$ cat src/rtl/uart_tx_buffered_if.sv
// Byte-stream handshake into the buffered UART transmitter.
interface uart_tx_buffered_if;
  logic [7:0] data_i;
  logic       valid_i;
  logic       ready_o;

  modport master (output data_i, output valid_i, input ready_o);
  modport slave  (input data_i, input valid_i, output ready_o);
endinterface

$ cat src/rtl/uart_tx_buffered.sv
// 8N1 UART transmitter fed by a small FIFO; one frame = start, 8 data bits LSB first, stop.
module uart_tx_buffered #(
  parameter int CLK_FREQ   = 100_000_000,
  parameter int BAUD_RATE  = 9600,
  parameter int FIFO_DEPTH = 4
) (
  input  logic               clk,
  input  logic               rst,
  uart_tx_buffered_if.slave  in_if,
  output logic               txd,
  output logic               busy,
  output logic [4:0]         fifo_count
);
  localparam int DIV = CLK_FREQ / BAUD_RATE;
  localparam int CW  = (DIV > 1) ? $clog2(DIV) : 1;
  localparam int PW  = (FIFO_DEPTH > 1) ? $clog2(FIFO_DEPTH) : 1;
  localparam logic [CW-1:0] BAUD_LAST = CW'(DIV - 1);
  localparam logic [4:0]    DEPTH_C   = 5'(FIFO_DEPTH);

  typedef enum logic [1:0] {IDLE, START, DATA, STOP} state_t;

  state_t          state_q, state_d;
  logic [CW-1:0]   baud_q, baud_d;
  logic [2:0]      bit_q, bit_d;
  logic [7:0]      shift_q, shift_d;
  logic            txd_q, txd_d;
  logic            busy_q, busy_d;
  logic [PW-1:0]   wr_ptr_q, wr_ptr_d;
  logic [PW-1:0]   rd_ptr_q, rd_ptr_d;
  logic [4:0]      count_q, count_d;
  logic [7:0]      mem_q [FIFO_DEPTH];
  logic            push, pop, baud_done;

  assign in_if.ready_o = (count_q < DEPTH_C);
  assign push          = in_if.valid_i && in_if.ready_o;
  assign pop           = (state_q == IDLE) && (count_q != 5'd0);
  assign baud_done     = (baud_q == BAUD_LAST);

  always_comb begin
    wr_ptr_d = wr_ptr_q;
    rd_ptr_d = rd_ptr_q;
    count_d  = count_q;
    if (push) wr_ptr_d = wr_ptr_q + PW'(1);
    if (pop)  rd_ptr_d = rd_ptr_q + PW'(1);
    case ({push, pop})
      2'b10:   count_d = count_q + 5'd1;
      2'b01:   count_d = count_q - 5'd1;
      default: count_d = count_q;
    endcase
  end

  // txd/busy are registered from the current state, so the line lags the FSM by one cycle
  always_comb begin
    state_d = state_q;
    baud_d  = baud_q;
    bit_d   = bit_q;
    shift_d = shift_q;
    txd_d   = 1'b1;
    busy_d  = (state_q != IDLE);
    case (state_q)
      IDLE: begin
        if (pop) begin
          shift_d = mem_q[rd_ptr_q];
          baud_d  = '0;
          bit_d   = '0;
          state_d = START;
        end
      end
      START: begin
        txd_d = 1'b0;
        if (baud_done) begin
          baud_d  = '0;
          state_d = DATA;
        end else begin
          baud_d = baud_q + CW'(1);
        end
      end
      DATA: begin
        txd_d = shift_q[0];
        if (baud_done) begin
          baud_d  = '0;
          shift_d = {1'b0, shift_q[7:1]};
          bit_d   = bit_q + 3'd1;
          if (bit_q == 3'd7) state_d = STOP;
        end else begin
          baud_d = baud_q + CW'(1);
        end
      end
      STOP: begin
        if (baud_done) begin
          baud_d  = '0;
          state_d = IDLE;
        end else begin
          baud_d = baud_q + CW'(1);
        end
      end
      default: state_d = IDLE;
    endcase
  end

  always_ff @(posedge clk or posedge rst) begin
    if (rst) begin
      state_q  <= IDLE;
      baud_q   <= '0;
      bit_q    <= '0;
      txd_q    <= 1'b1;
      busy_q   <= 1'b0;
      wr_ptr_q <= '0;
      rd_ptr_q <= '0;
      count_q  <= '0;
    end else begin
      state_q  <= state_d;
      baud_q   <= baud_d;
      bit_q    <= bit_d;
      txd_q    <= txd_d;
      busy_q   <= busy_d;
      wr_ptr_q <= wr_ptr_d;
      rd_ptr_q <= rd_ptr_d;
      count_q  <= count_d;
    end
  end

  // Payload storage carries no reset; occupancy is tracked by the pointers and count
  always_ff @(posedge clk) begin
    shift_q <= shift_d;
    if (push) mem_q[wr_ptr_q] <= in_if.data_i;
  end

  assign txd        = txd_q;
  assign busy       = busy_q;
  assign fifo_count = count_q;
endmodule

$ cat src/flat_wrapper.sv
// flat-port wrapper written by rule: the top's interface ports become plain ports
module uart_tx_buffered_flat 
#(
  parameter int CLK_FREQ   = 100_000_000,
  parameter int BAUD_RATE  = 9600,
  parameter int FIFO_DEPTH = 4
)
  (clk, rst, txd, busy, fifo_count, in_if_data_i, in_if_valid_i, in_if_ready_o);
  uart_tx_buffered_if in_if_i ();
  input  logic clk;
  input  logic rst;
  output logic txd;
  output logic busy;
  output logic [4:0] fifo_count;
  input wire logic [$bits(in_if_i.data_i)-1:0] in_if_data_i;
  input wire logic [$bits(in_if_i.valid_i)-1:0] in_if_valid_i;
  output wire logic [$bits(in_if_i.ready_o)-1:0] in_if_ready_o;
  assign in_if_i.data_i = in_if_data_i;
  assign in_if_i.valid_i = in_if_valid_i;
  assign in_if_ready_o = in_if_i.ready_o;
  uart_tx_buffered #(.CLK_FREQ(CLK_FREQ), .BAUD_RATE(BAUD_RATE), .FIFO_DEPTH(FIFO_DEPTH)) u_core (.clk(clk), .rst(rst), .in_if(in_if_i), .txd(txd), .busy(busy), .fifo_count(fifo_count));
endmodule
$ cat config.mk
export PLATFORM = sky130hd
export DESIGN_NAME = uart_tx_buffered_flat
export DESIGN_NICKNAME = d
export VERILOG_FILES = /design/src/rtl/uart_tx_buffered_if.sv /design/src/rtl/uart_tx_buffered.sv /design/src/flat_wrapper.sv
export SDC_FILE = /design/constraint.sdc
export NUM_CORES = 1
export LEC_CHECK = 0
export ABC_AREA = 1
export BUFFER_PORTS_ARGS = -buffer_cell sky130_fd_sc_hd__buf_2
export CORE_AREA = 8 8 94 79
export CTS_CLUSTER_SIZE = 16
export DETAILED_ROUTE_END_ITERATION = 10
export DIE_AREA = 0 0 102 87
export MAX_ROUTING_LAYER = met4
export PLACE_DENSITY = 0.76
export SLEW_MARGIN = 15
export SYNTH_ARGS = -nofsm -noshare
export SYNTH_HDL_FRONTEND = slang
export SYNTH_SLANG_ARGS = --single-unit
$ cat constraint.sdc
create_clock -name clk -period 4.7 [get_ports clk]
set_input_delay 0.235 -clock clk [delete_from_list [all_inputs] [get_ports clk]]
set_output_delay 0.235 -clock clk [all_outputs]
set_load 0.03 [all_outputs]
* Word-level counts from Yosys, hierarchy flattened
Memories as Yosys holds them, arrays and structs flattened. Index checks and enable logic that the tools add are counted.
Storage, ports and cells: input port bits 11, register bits 38, output and inout port bits 8, bits in writable memories 32, memories kept 1
Cells by class: add/subtract/negate cells 6, multiplexer cells 19, order comparisons 1, eq/ne operators 12, reduce and logical (&&, ||, !) cells 10
Memory list:
- u_core.mem_q | depth 4, width 8, read ports 1, clocked after memory_dff 0, write ports 1, RTL line uart_tx_buffered.sv:31 | logic [7:0] mem_q [FIFO_DEPTH];
Operator list (number):
- two-way mux 14 bit | 2
- one-hot mux 14 bit (2 select lines) | 1
- two-way mux 8 bit | 2
- one-hot mux 8 bit (2 select lines) | 1
- adder 14 x 1 -> 14 bit (second input constant) | 1
- == test 14 bit (second input constant) | 1
- two-way mux 2 bit | 5
- inequality test 2 x 1 -> 1 bit (second input constant) | 5
- one-hot mux 5 bit (2 select lines) | 1
- one-hot mux 2 bit (4 select lines) | 1
- == test 2 bit (second input constant) | 3
- two-way mux 3 bit | 2
- one-hot mux 3 bit (2 select lines) | 1
- nonzero test 2 bit | 3
- adder 5 x 1 -> 5 bit (second input constant) | 1
- < comparator 5 x 3 -> 1 bit (second input constant) | 1
- AND reduction 5 bit | 1
- nonzero test 5 bit | 1
- subtractor 5 x 1 -> 5 bit (second input constant) | 1
- adder 2 x 1 -> 2 bit (second input constant) | 2
- == test 2 x 1 -> 1 bit (second input constant) | 2
- adder 3 x 1 -> 3 bit (second input constant) | 1
- == test 3 bit (second input constant) | 1
- AND reduction 3 bit | 1
- other kinds (5) | 7

* Depth between registers and ports, before layout
depth after elaboration 4, mapped depth 12

* Least setup slack after synthesis
OpenSTA, ideal clock, no wires.
kind register -> register, from reg u_core.count_q[3], in the netlist u_core.fifo_count[3], to reg u_core.count_q[4], in the netlist u_core.fifo_count[4], cell stages (with the launch flop) 11, required time 4.634 ns, data arrival time 2.467 ns, buffers on the path 0, setup time 0.066 ns, path slack 2.167 ns, cells stage by stage dfrtp_1 > nor3_4 > nand2_1 > ha_1 > fa_1 > nand2_1 > nand2_1 > a21oi_1 > xor2_1 > nand2_1 > nand2_1
Between the ends: word-level cells in the longest chain between the ends 4
Ends and longest elaborated chain:
- from (decl) | RTL line uart_tx_buffered.sv:30 | logic [4:0] count_q, count_d;
- from (signal assigned) | RTL line uart_tx_buffered.sv:119 | count_q <= count_d;
- < comparator 5 x 3 -> 1 bit (*) | RTL line uart_tx_buffered.sv:34 | assign in_if.ready_o = (count_q < DEPTH_C);
- named net in_if_ready_o | RTL line flat_wrapper.sv:17 | output wire logic [$bits(in_if_i.ready_o)-1:0] in_if_ready_o;
- logical AND 1 bit (*) | RTL line uart_tx_buffered.sv:35 | assign push = in_if.valid_i && in_if.ready_o;
- == test 2 x 1 -> 1 bit / == test 2 bit (equally long branches) | RTL line uart_tx_buffered.sv:45 | case ({push, pop})
- one-hot mux 5 bit (2 select lines) / nonzero test 2 bit (equally long branches)
The timed path passes the listed nets; every way through them passes the cells marked *. A chain may end at the register's enable or synchronous reset.

* Final worst setup path
from reg u_core.count_q[3], in the netlist u_core.fifo_count[3], to reg u_core.count_q[4], in the netlist u_core.fifo_count[4]
Between the ends: word-level cells in the longest chain between the ends 4
Ends and longest elaborated chain (RTL line):
- < comparator 5 x 3 -> 1 bit / nonzero test 5 bit (equally long branches) | uart_tx_buffered.sv:34, uart_tx_buffered.sv:36
- logical AND 1 bit, on equally long branches | uart_tx_buffered.sv:35, uart_tx_buffered.sv:36
- == test 2 x 1 -> 1 bit / == test 2 bit (equally long branches) | uart_tx_buffered.sv:45
- one-hot mux 5 bit (2 select lines) / nonzero test 2 bit (equally long branches)
Several ways; a longest one is shown, not always the timed one.

==> flow_summary_export.csv <==
group,metric,value,unit
run_status,status,"finished, final reports clean",
layout,syn_to_final_growth,10.4,%
sta,fin_setup_tns,0,ps
min_path,worstHoldPathType,"in -> reg",
sta,fmax,426,MHz
sta,worst_pin_slew,843,ps
sta,rsz0062_at_grt,"false",
pwr,cellPowerDensity,405,mW/mm^2
pwr,p_leak,1.64,nW
sta,final.min_clock_period,2350,ps
place,gp_congestion,0.852,
global_routing,grt_max_degree,31,
cts,clock_latency,350,ps
synthesis,synth_async_sr_flop_share,42.9,%
synthesis,avgSynthCellArea,9.54,um^2
cts,cts.sinks,70,
setup_path,startpoint_type,"flip-flop",
synthesis,synth_ff_type,"edfxtp_1",
setup_path,cp.depth,10,
cts,cts_htree_levels,3,
setup_path,crit_arrival,2630,ps
synthesis,synth_area_leaders,"edfxtp_1 35%, dfrtp_1 21%, nor2_1 8.7%",
sta,drv_slew,0,
synthesis,synth_top_family_by_area,"simple AND/OR/NAND/NOR gates",
route,wl_met3,264,um
setup_path,path_max_fanout,8,
global_routing,antenna_found_initial,0,
setup_path,crit_family,"simple AND/OR/NAND/NOR gates",
cts,cts_tree,"yes",
route,highest_layer,"met4",
synthesis,synth_largest_area_cell,"edfxtp_1",
setup_path,cp_num_buf_inv,0,
setup_path,crit_path_end_kind,"flip-flop",
synthesis,ys_seq_area_share,57.5,%
synthesis,synth_mux_area_share,0,%
synthesis,synth_top_cells_by_count,"79 x nor2_1, 66 x nand2_1, 40 x edfxtp_1",
synthesis,synth_most_common_cell,"nor2_1",
layout,diodes,0,
place,dp_hpwl,4470,um
min_path,holdPathStages,1,
floorplanning,die_h,87,um
route,ant_nets,0,
cts,cts_buffers,9,
floorplanning,die_x,102,um
cts,cts.clk_slew.worst_paths,90,ps
setup_path,crit_chain,"nor3_4, nand2_1, ha_1, fa_1, nand2_1, nand2_1, a21oi_1, xor2_1, nand2_1, nand2_1",
place,post-place-ws,2380,ps
flow_run,maxCapViolations,0,
global_routing,grtUsageTotal,16.6,%
sta,fin_ws,2350,ps
synthesis,synthSimpleGateAreaFrac,22.9,%
synthesis,synth_area,0.00340,mm^2
route,wl,6480,um
setup_path,required,4990,ps
floorplanning,dieArea,0.00887,mm^2
cts,cts_resized,0,
route,drc,0,
sta,setup_viol,0,
floorplanning,rows,26,
sta,finClkSkew,11.5,ps
synthesis,syn_inst,356,
setup_path,crit_slowest_cell,"dfrtp_1",
global_routing,overflow,0,
synthesis,synthXorXnorAreaFrac,2.06,%
floorplanning,io_pins,19,
route,first_iter_violations,195,
sta,finalHoldViolCount,0,
synthesis,synth_fa_ha_area_share,6.48,%
layout,drive_gt1_share,12.0,%
synthesis,synth-compound-area-share,6.04,%
synthesis,syn_nets,384,
synthesis,yosysUniqueCellTypes,30,
synthesis,yosys_warnings,0,
synthesis,synth-edff-count,40,
layout,layout.nets,407,
route,routed_via_density,5.21,
place,port_buffers,18,
setup_path,max_stage_delay,460,ps
floorplanning,start_util,56.1,%
global_routing,grt_pass1_vias,2311,
route,route.met2.wl,2880,um
global_routing,grt_pass1_wl,11000,um
setup_path,r2r_cells,10,
sta,slew_headroom,43.6,%
synthesis,ys_seq_elements,70,
setup_path,path_common_cell,"nand2_1",
synthesis,synth_top_area_share,35.4,%
cts,post-cts-setup-buffers,0,
layout,layout.cells.non_filler,468,
place,dpl.cell_count,451,
cts,cts-root-buf,"clkbuf_8",
route,avgRoutedWirePerCell,13.8,um
floorplanning,core,0.00605,mm^2
pwr,ir_drop,0.344,mV
route,drt-pass1-iter-count,4,
cts,clock_path_buffers,2,
route,num_vias,2436,
pwr,power.total,1.52,mW
setup_path,worstSetupPathType,"reg -> reg",
route,wl_met1,3280,um
sta,fin_crit_sh,49.9,%
==> cells by family after synthesis <==
kind of cell | Yosys count
buffers and inverters | 41
AOI/OAI and AO/OA | 38
DFF | 70
and+or+nand+nor | 182
xor gates and xnor gates | 8
adders and majority gates | 17
==> state kept, by name (all words and copies together) (netlist names) <==
| signal | cells |
|---|---|
| u_core.mem_q | 32 |
| u_core.state_q | 2 |
| u_core.rd_ptr_q | 2 |
| u_core.baud_q | 14 |
| u_core.bit_q | 3 |
| u_core.shift_q | 8 |
| u_core.busy | 1 |
| u_core.txd | 1 |
| u_core.fifo_count | 5 |
| u_core.wr_ptr_q | 2 |
==> final timing paths <==
kind,end,slack [ps],startpoint
max reg2reg,u_core.fifo_count[4],2350,u_core.fifo_count[3]
max,u_core.fifo_count[4],2350,u_core.fifo_count[3]
min reg2reg,u_core.bit_q[2],490,u_core.bit_q[2]
max in group asynchronous,u_core.txd,3840,rst
min,u_core.mem_q[2][7],90,in_if_data_i[7]
min in group asynchronous,u_core.wr_ptr_q[1],530,rst
==> report_power, final <==
part	switching, mW	internal (mW)
combinational	0.198	0.0908
sequential	0.0508	0.725
clock	0.252	0.202
total	0.501	1.02
==> cells in the final DEF, fill, tap and decap left out, types with 9 or more instances in the layout <==
cell type / netlist / layout
clkbuf_8: 0 / 9
o21ai_0: 25 / 25
nand2_1: 66 / 66
inv_1: 30 / 30
nor2_1: 79 / 79
nand3_1: 18 / 18
ha_1: 16 / 16
dfrtp_1: 29 / 29
edfxtp_1: 40 / 40
nand4_1: 10 / 10
buf_2: 4 / 18
==> final cells by class <==
class                   instances  area (um^2)
fillers                       510         2300
repair buffers                 20          108
well taps                      84          105
clock inverters                 7         61.3
flip-flops and latches         70         1950
clock buffers                   9          124
inverters                      33          124
multi-input cells             245         1270
==> metal layers <==
metal | GRT usage (%) | vias up
met4 | 5.19 | 0
li1 | - | 1223
met3 | 5.11 | 6
met2 | 23.1 | 52
met5 | - | -
met1 | 22.7 | 1155
==> stage by stage <==
step / hold WS [ps] / area, um^2 / util [%]
3_5_place_dp: 336 / 3550 / 58.7
4_1_cts: 73.8 / 3750 / 61.9
5_1_grt: 81.6 / 3750 / 61.9
3_3_place_gp: 326 / 3550 / 58.7
2_1_floorplan: 325 / 3400 / -
6_report: 92.2 / 3750 / 61.9
==> worst register-to-register path: cells and delay by family, from the launching register on <==
| kind | cells | cell delay [ps] |
|---|---|---|
| fa+ha+maj | 2 | 750 |
| xor+xnor | 1 | 160 |
| compound gates | 1 | 150 |
| flops | 1 | 460 |
| simple gates | 6 | 760 |
==> repair_timing <==
action	in CTS	in global routing
hold endpoints to repair	29	0
hold buffers	1	0
endpoints found under the setup margin	0	0
Power figures use the tool's default switching activity.
